--- src/rtl/rst_seq_pkg.sv ---
// Shared types and sizing helpers for the staged reset sequencer.
package rst_seq_pkg;

  // Sequencer phases: staged release, normal operation, soft-reset hold.
  typedef enum logic [1:0] {
    RELEASE     = 2'd0,
    RUN         = 2'd1,
    SOFT_ASSERT = 2'd2
  } rst_seq_state_t;

  // One counter serves both the release spacing and the soft hold, so it is
  // sized for the longer of the two, never narrower than one bit.
  function automatic int cnt_width(input int stage_dly, input int soft_hold);
    int span;
    span = (stage_dly > soft_hold) ? stage_dly : soft_hold;
    return (span > 1) ? $clog2(span) : 1;
  endfunction

  // Stage index width, never narrower than one bit.
  function automatic int idx_width(input int num_stages);
    return (num_stages > 1) ? $clog2(num_stages) : 1;
  endfunction

endpackage

--- src/rtl/rst_seq.sv ---
// Staged reset sequencer: releases NUM_STAGES active-low resets in LSB-first
// order, STAGE_DLY clocks apart, and re-runs the sequence on a soft request
// after holding every stage asserted for SOFT_HOLD clocks.
module rst_seq
  import rst_seq_pkg::*;
#(
  parameter int NUM_STAGES = 3,
  parameter int STAGE_DLY  = 1024,
  parameter int SOFT_HOLD  = 16
) (
  input  logic                  clk,
  input  logic                  rst_n,
  input  logic                  soft_rst_req,
  output logic [NUM_STAGES-1:0] stage_rst_n,
  output logic                  all_rdy,
  output logic                  soft_rst_ack
);

  localparam int CNT_W = cnt_width(STAGE_DLY, SOFT_HOLD);
  localparam int IDX_W = idx_width(NUM_STAGES);

  localparam logic [CNT_W-1:0] REL_TC   = CNT_W'(STAGE_DLY - 1);
  localparam logic [CNT_W-1:0] HOLD_TC  = CNT_W'(SOFT_HOLD - 1);
  localparam logic [IDX_W-1:0] LAST_IDX = IDX_W'(NUM_STAGES - 1);

  rst_seq_state_t        state, state_nxt;
  logic [CNT_W-1:0]      cnt, cnt_nxt;
  logic [IDX_W-1:0]      idx, idx_nxt;
  logic [NUM_STAGES-1:0] stage_nxt;
  logic                  all_rdy_nxt;
  logic                  ack_nxt;
  logic                  soft_pend, soft_pend_nxt;

  // State and registered outputs; rst_n forces every reset value at once.
  // NOTE: every flop here carries the async reset, so the outputs are
  // deterministic the instant rst_n falls, with no clock needed.
  always_ff @(posedge clk or negedge rst_n) begin
    if (!rst_n) begin
      state        <= RELEASE;
      cnt          <= '0;
      idx          <= '0;
      stage_rst_n  <= '0;
      all_rdy      <= 1'b0;
      soft_rst_ack <= 1'b0;
      soft_pend    <= 1'b0;
    end else begin
      // NOTE: non-blocking assignments so all flops update from the same
      // pre-edge values regardless of statement order.
      state        <= state_nxt;
      cnt          <= cnt_nxt;
      idx          <= idx_nxt;
      stage_rst_n  <= stage_nxt;
      all_rdy      <= all_rdy_nxt;
      soft_rst_ack <= ack_nxt;
      soft_pend    <= soft_pend_nxt;
    end
  end

  // Next-state and next-output logic for the release / run / hold phases.
  always_comb begin
    // NOTE: hold-by-default assignments first, so no path leaves a
    // variable unassigned and no latch is inferred.
    state_nxt     = state;
    cnt_nxt       = cnt;
    idx_nxt       = idx;
    stage_nxt     = stage_rst_n;
    all_rdy_nxt   = all_rdy;
    ack_nxt       = 1'b0;
    soft_pend_nxt = soft_pend;

    case (state)
      RELEASE: begin
        if (cnt == REL_TC) begin
          // Releasing stage idx keeps the outputs a thermometer code,
          // since idx only ever walks upward from 0.
          stage_nxt[idx] = 1'b1;
          cnt_nxt        = '0;
          idx_nxt        = idx + IDX_W'(1);
          if (idx == LAST_IDX) begin
            state_nxt     = RUN;
            idx_nxt       = '0;
            all_rdy_nxt   = 1'b1;
            ack_nxt       = soft_pend;
            soft_pend_nxt = 1'b0;
          end
        end else begin
          cnt_nxt = cnt + CNT_W'(1);
        end
      end

      RUN: begin
        // Requests are honoured only here; elsewhere they are dropped.
        if (soft_rst_req) begin
          state_nxt     = SOFT_ASSERT;
          stage_nxt     = '0;
          all_rdy_nxt   = 1'b0;
          cnt_nxt       = '0;
          soft_pend_nxt = 1'b1;
        end
      end

      SOFT_ASSERT: begin
        if (cnt == HOLD_TC) begin
          state_nxt = RELEASE;
          cnt_nxt   = '0;
          idx_nxt   = '0;
        end else begin
          cnt_nxt = cnt + CNT_W'(1);
        end
      end

      default: begin
        state_nxt = RELEASE;
      end
    endcase
  end

endmodule

--- config.mk ---
export PLATFORM = sky130hd
export DESIGN_NAME = rst_seq
export DESIGN_NICKNAME = d
export VERILOG_FILES = /design/src/rtl/rst_seq_pkg.sv /design/src/rtl/rst_seq.sv
export SDC_FILE = /design/constraint.sdc
export NUM_CORES = 1
export LEC_CHECK = 0
export BUFFER_PORTS_ARGS = -buffer_cell sky130_fd_sc_hd__buf_2
export CORE_ASPECT_RATIO = 0.9
export CORE_UTILIZATION = 40
export CTS_CLUSTER_DIAMETER = 150
export DETAILED_ROUTE_END_ITERATION = 7
export GPL_TIMING_DRIVEN = 0
export PLACE_DENSITY = 0.63
export SLEW_MARGIN = 40
export SYNTH_ARGS = -nofsm -noshare
export SYNTH_HDL_FRONTEND = slang
export SYNTH_SLANG_ARGS = --single-unit
--- constraint.sdc ---
create_clock -name clk -period 3.16 [get_ports clk]
set_input_delay 0.316 -clock clk [delete_from_list [all_inputs] [get_ports clk]]
set_output_delay 0.316 -clock clk [all_outputs]
set_load 0.03 [all_outputs]
==> metrics.md <==
| Metric | Value |
|---|---|
| Total track usage | 17.7% |
| Area of the core | 2840 um2 |
| Fin nets | 144 |
| Count of final setup violators | 0 |
| Crit share post-route | 67.6% |
| Critical path class | reg -> reg |
| I/O pins | 8 |
| Worst Setup SP | state[0] |
| Synth Flop Type | dfrtp_1 |
| Met2 usage | 28.0% |
| Worst R2R Start | state[0] |
| Count leader, synth | dfrtp_1 |
| Final ANT Viol Nets | 0 |
| Worst reg2reg setup slack | 1.02 ns |
| Post-synthesis cell count | 122 |
| # rows | 18 |
| Pre-Repair DR Iteration Count | 4 |
| Most frequent cells after synthesis | dfrtp_1, nand2_1, inv_1 |
| Maximum clock frequency | 468 MHz |
| DR WL/cell | 13.9 um |
| Mapped Area | 1240 um2 |
| Setup TNS | 0 ns |
| GR Layer Usage met1 | 24.7% |
| Share of layout cells above drive strength 1 | 18.7% |
| Hold crit path type | in -> reg |
| Synth area leaders | dfrtp_1, ha_1, o2bb2ai_1 |
| Avg Inst Size Synth | 10.2 um2 |
| Synth top area share | 40.3% |
| CTS tree | yes |
| Initial antenna violation count | 0 |
| Synth warnings | 0 |
| IO buf count | 7 |
| Area grow syn2layout | 10.6% |
| DP HPWL | 1.82 mm |
| Clock skew | 0.00211 ns |
| Setup Fix Bufs, Post-CTS | 0 |
| CTS Buffer Depth | 2 |
| Synth Register Bits | 20 |
| Layer with the highest usage | met2 |
| Peak VDD IR | 0.217 mV |
| Minimum clock period | 2.14 ns |
| Post-route setup slack | 1.02 ns |
| Path depth of the worst reg2reg path | 6 |
| Vias in the first global route | 931 |
| # diodes | 0 |
| Global route overflow | 0 |
| Cell taking the most area after synthesis | dfrtp_1 |
| EDFF count, synth | 0 |
| Hold slack | 0.371 ns |
| Clock Pin Slew Worst Setup and Hold Paths | 0.11 ns |
| Synth cell types | 42 |
| Crit path DAT | 2.37 ns |
| RR Endpoint | cnt[5] |
| CTS Sinks | 20 |
| Power Dens Cells | 301 nW/um2 |
| H-Tree Level Count | 1 |
| Critical Path End Type | register |
| Die ar. | 3330 um2 |
| Async set-or-reset flop fraction in the synthesized netlist | 100% |
| Drt initial violations | 29 |
| Worst skew pair latency | 0.30 ns |
| Hold Fails Final Rpt | 0 |
| Drt via density | 5.61 |
| Status | finished clean |
| Footprint of the multi-input gates | 699 um2 |
| Worst Max-Slew Pin Slew | 0.460 ns |
| First-pass GRT wire length | 4.33 mm |
| Seq. cell area | 500 um2 |
| Syn Nets | 131 |
| Hold path depth | 3 |
| Layout fillers | 281 |
| Drt total wl | 2.42 mm |
| Slew Limit Fails | 0 |
| Die Wd | 60.7 um |
| CP required | 3.40 ns |
| Worst setup path endpoint | cnt[5] |
| Initial core utilization | 43.8% |
| Met3 global-route usage | 4.26% |
| Cell chosen for the clock root | clkbuf_4 |
| CP startpoint kind | register |
| Leak | 0.563 nW |
| Max cap viols | 0 |
| Die span in y | 54.9 um |
| Critical Path Fanout Max | 10 |
| Drt drc | 0 |
| Place WS | 1.06 ns |
| Largest net degree at the start of global routing | 21 |
| Num CTS Buffers | 3 |
| Sequential area share after synthesis | 40.3% |
| Routed vias | 977 |
| RSZ-0062 raised after global routing | no |
| Routability cong. | 0.827 |
| Slew headroom | 69.1% |
## per-stage QoR
step,utilization [%],total power (W),area (um2),std cells
floorplan,-,0.000261,1240,122
global route,48.4,0.000431,1370,174
global placement,46.8,0.000268,1330,169
CTS,48.4,0.000420,1370,174
finish,48.4,0.000413,1370,174
detailed placement,46.8,0.000268,1330,169
## per-layer routing
metal	share of wire [%]	up-vias
li1	-	489
met3	4.9	4
met1	50	457
met2	44	27
met5	0	-
met4	0.95	0
## worst max-delay path, cell delays in order, from the launching register on
cell,delay [ns]
dfrtp_1,0.45
inv_1,0.09
ha_1,0.38
nor2b_2,0.21
a41oi_4,0.36
or4b_1,0.50
o211ai_2,0.08
## final cells by class
cell class | instances | area share, %
repair buffers | 8 | 3.28
well taps | 40 | 3.64
inverters | 8 | 2.19
multi-input cells | 93 | 50.9
flip-flops and latches | 20 | 36.4
plain buffers | 1 | 0.911
clock buffers | 4 | 2.64
## worst min-delay path by stage
stage | from | to
after floorplan | rst_n | all_rdy
after global placement | rst_n | stage_rst_n[2]
after detailed placement | rst_n | stage_rst_n[2]
after CTS | soft_rst_req | all_rdy
after global routing | soft_rst_req | all_rdy
final | soft_rst_req | all_rdy
## cells by family after synthesis
logic type      synth area share (%)
fa+ha+maj                       6.04
flops                           40.3
mux                             3.63
simple gates                    24.0
buf+inv                         3.42
compound gates                  22.7
## layout by cell type (no fill, tap or decap), drive strengths merged, types with 2 or more instances in the layout
cell type / netlist / routed
a31oi: 4 / 4
buf: 0 / 7
a22oi: 2 / 2
and3: 2 / 2
o211ai: 4 / 4
clkbuf: 0 / 4
a21oi: 6 / 6
nand4: 2 / 2
nor2b: 3 / 3
o2bb2ai: 6 / 6
mux2i: 3 / 3
ha: 6 / 6
nand2b: 2 / 2
nor4: 3 / 3
nor3: 4 / 4
nor2: 4 / 4
nand3: 5 / 5
dfrtp: 20 / 20
inv: 8 / 8
nand4b: 2 / 2
o21ai: 9 / 9
nand2: 13 / 13
## power breakdown
group           total [W]  internal (W)  switching, W  leakage, nW
registers        0.000256      0.000256             0        0.228
clock network    0.000149     0.0000704     0.0000791       0.0210
logic          0.00000756    0.00000205    0.00000551        0.314
## state kept, by name (all words and copies together) (netlist names)
signal,cells
all_rdy,1
cnt,10
idx,2
soft_pend,1
soft_rst_ack,1
stage_rst_n,3
state,2
## what timing repair did
action	in CTS	in global routing
hold buffers	1	0
endpoints found under the hold margin	20	0
resized for setup	0	0
No activity file was read; power rests on OpenSTA's default activity.
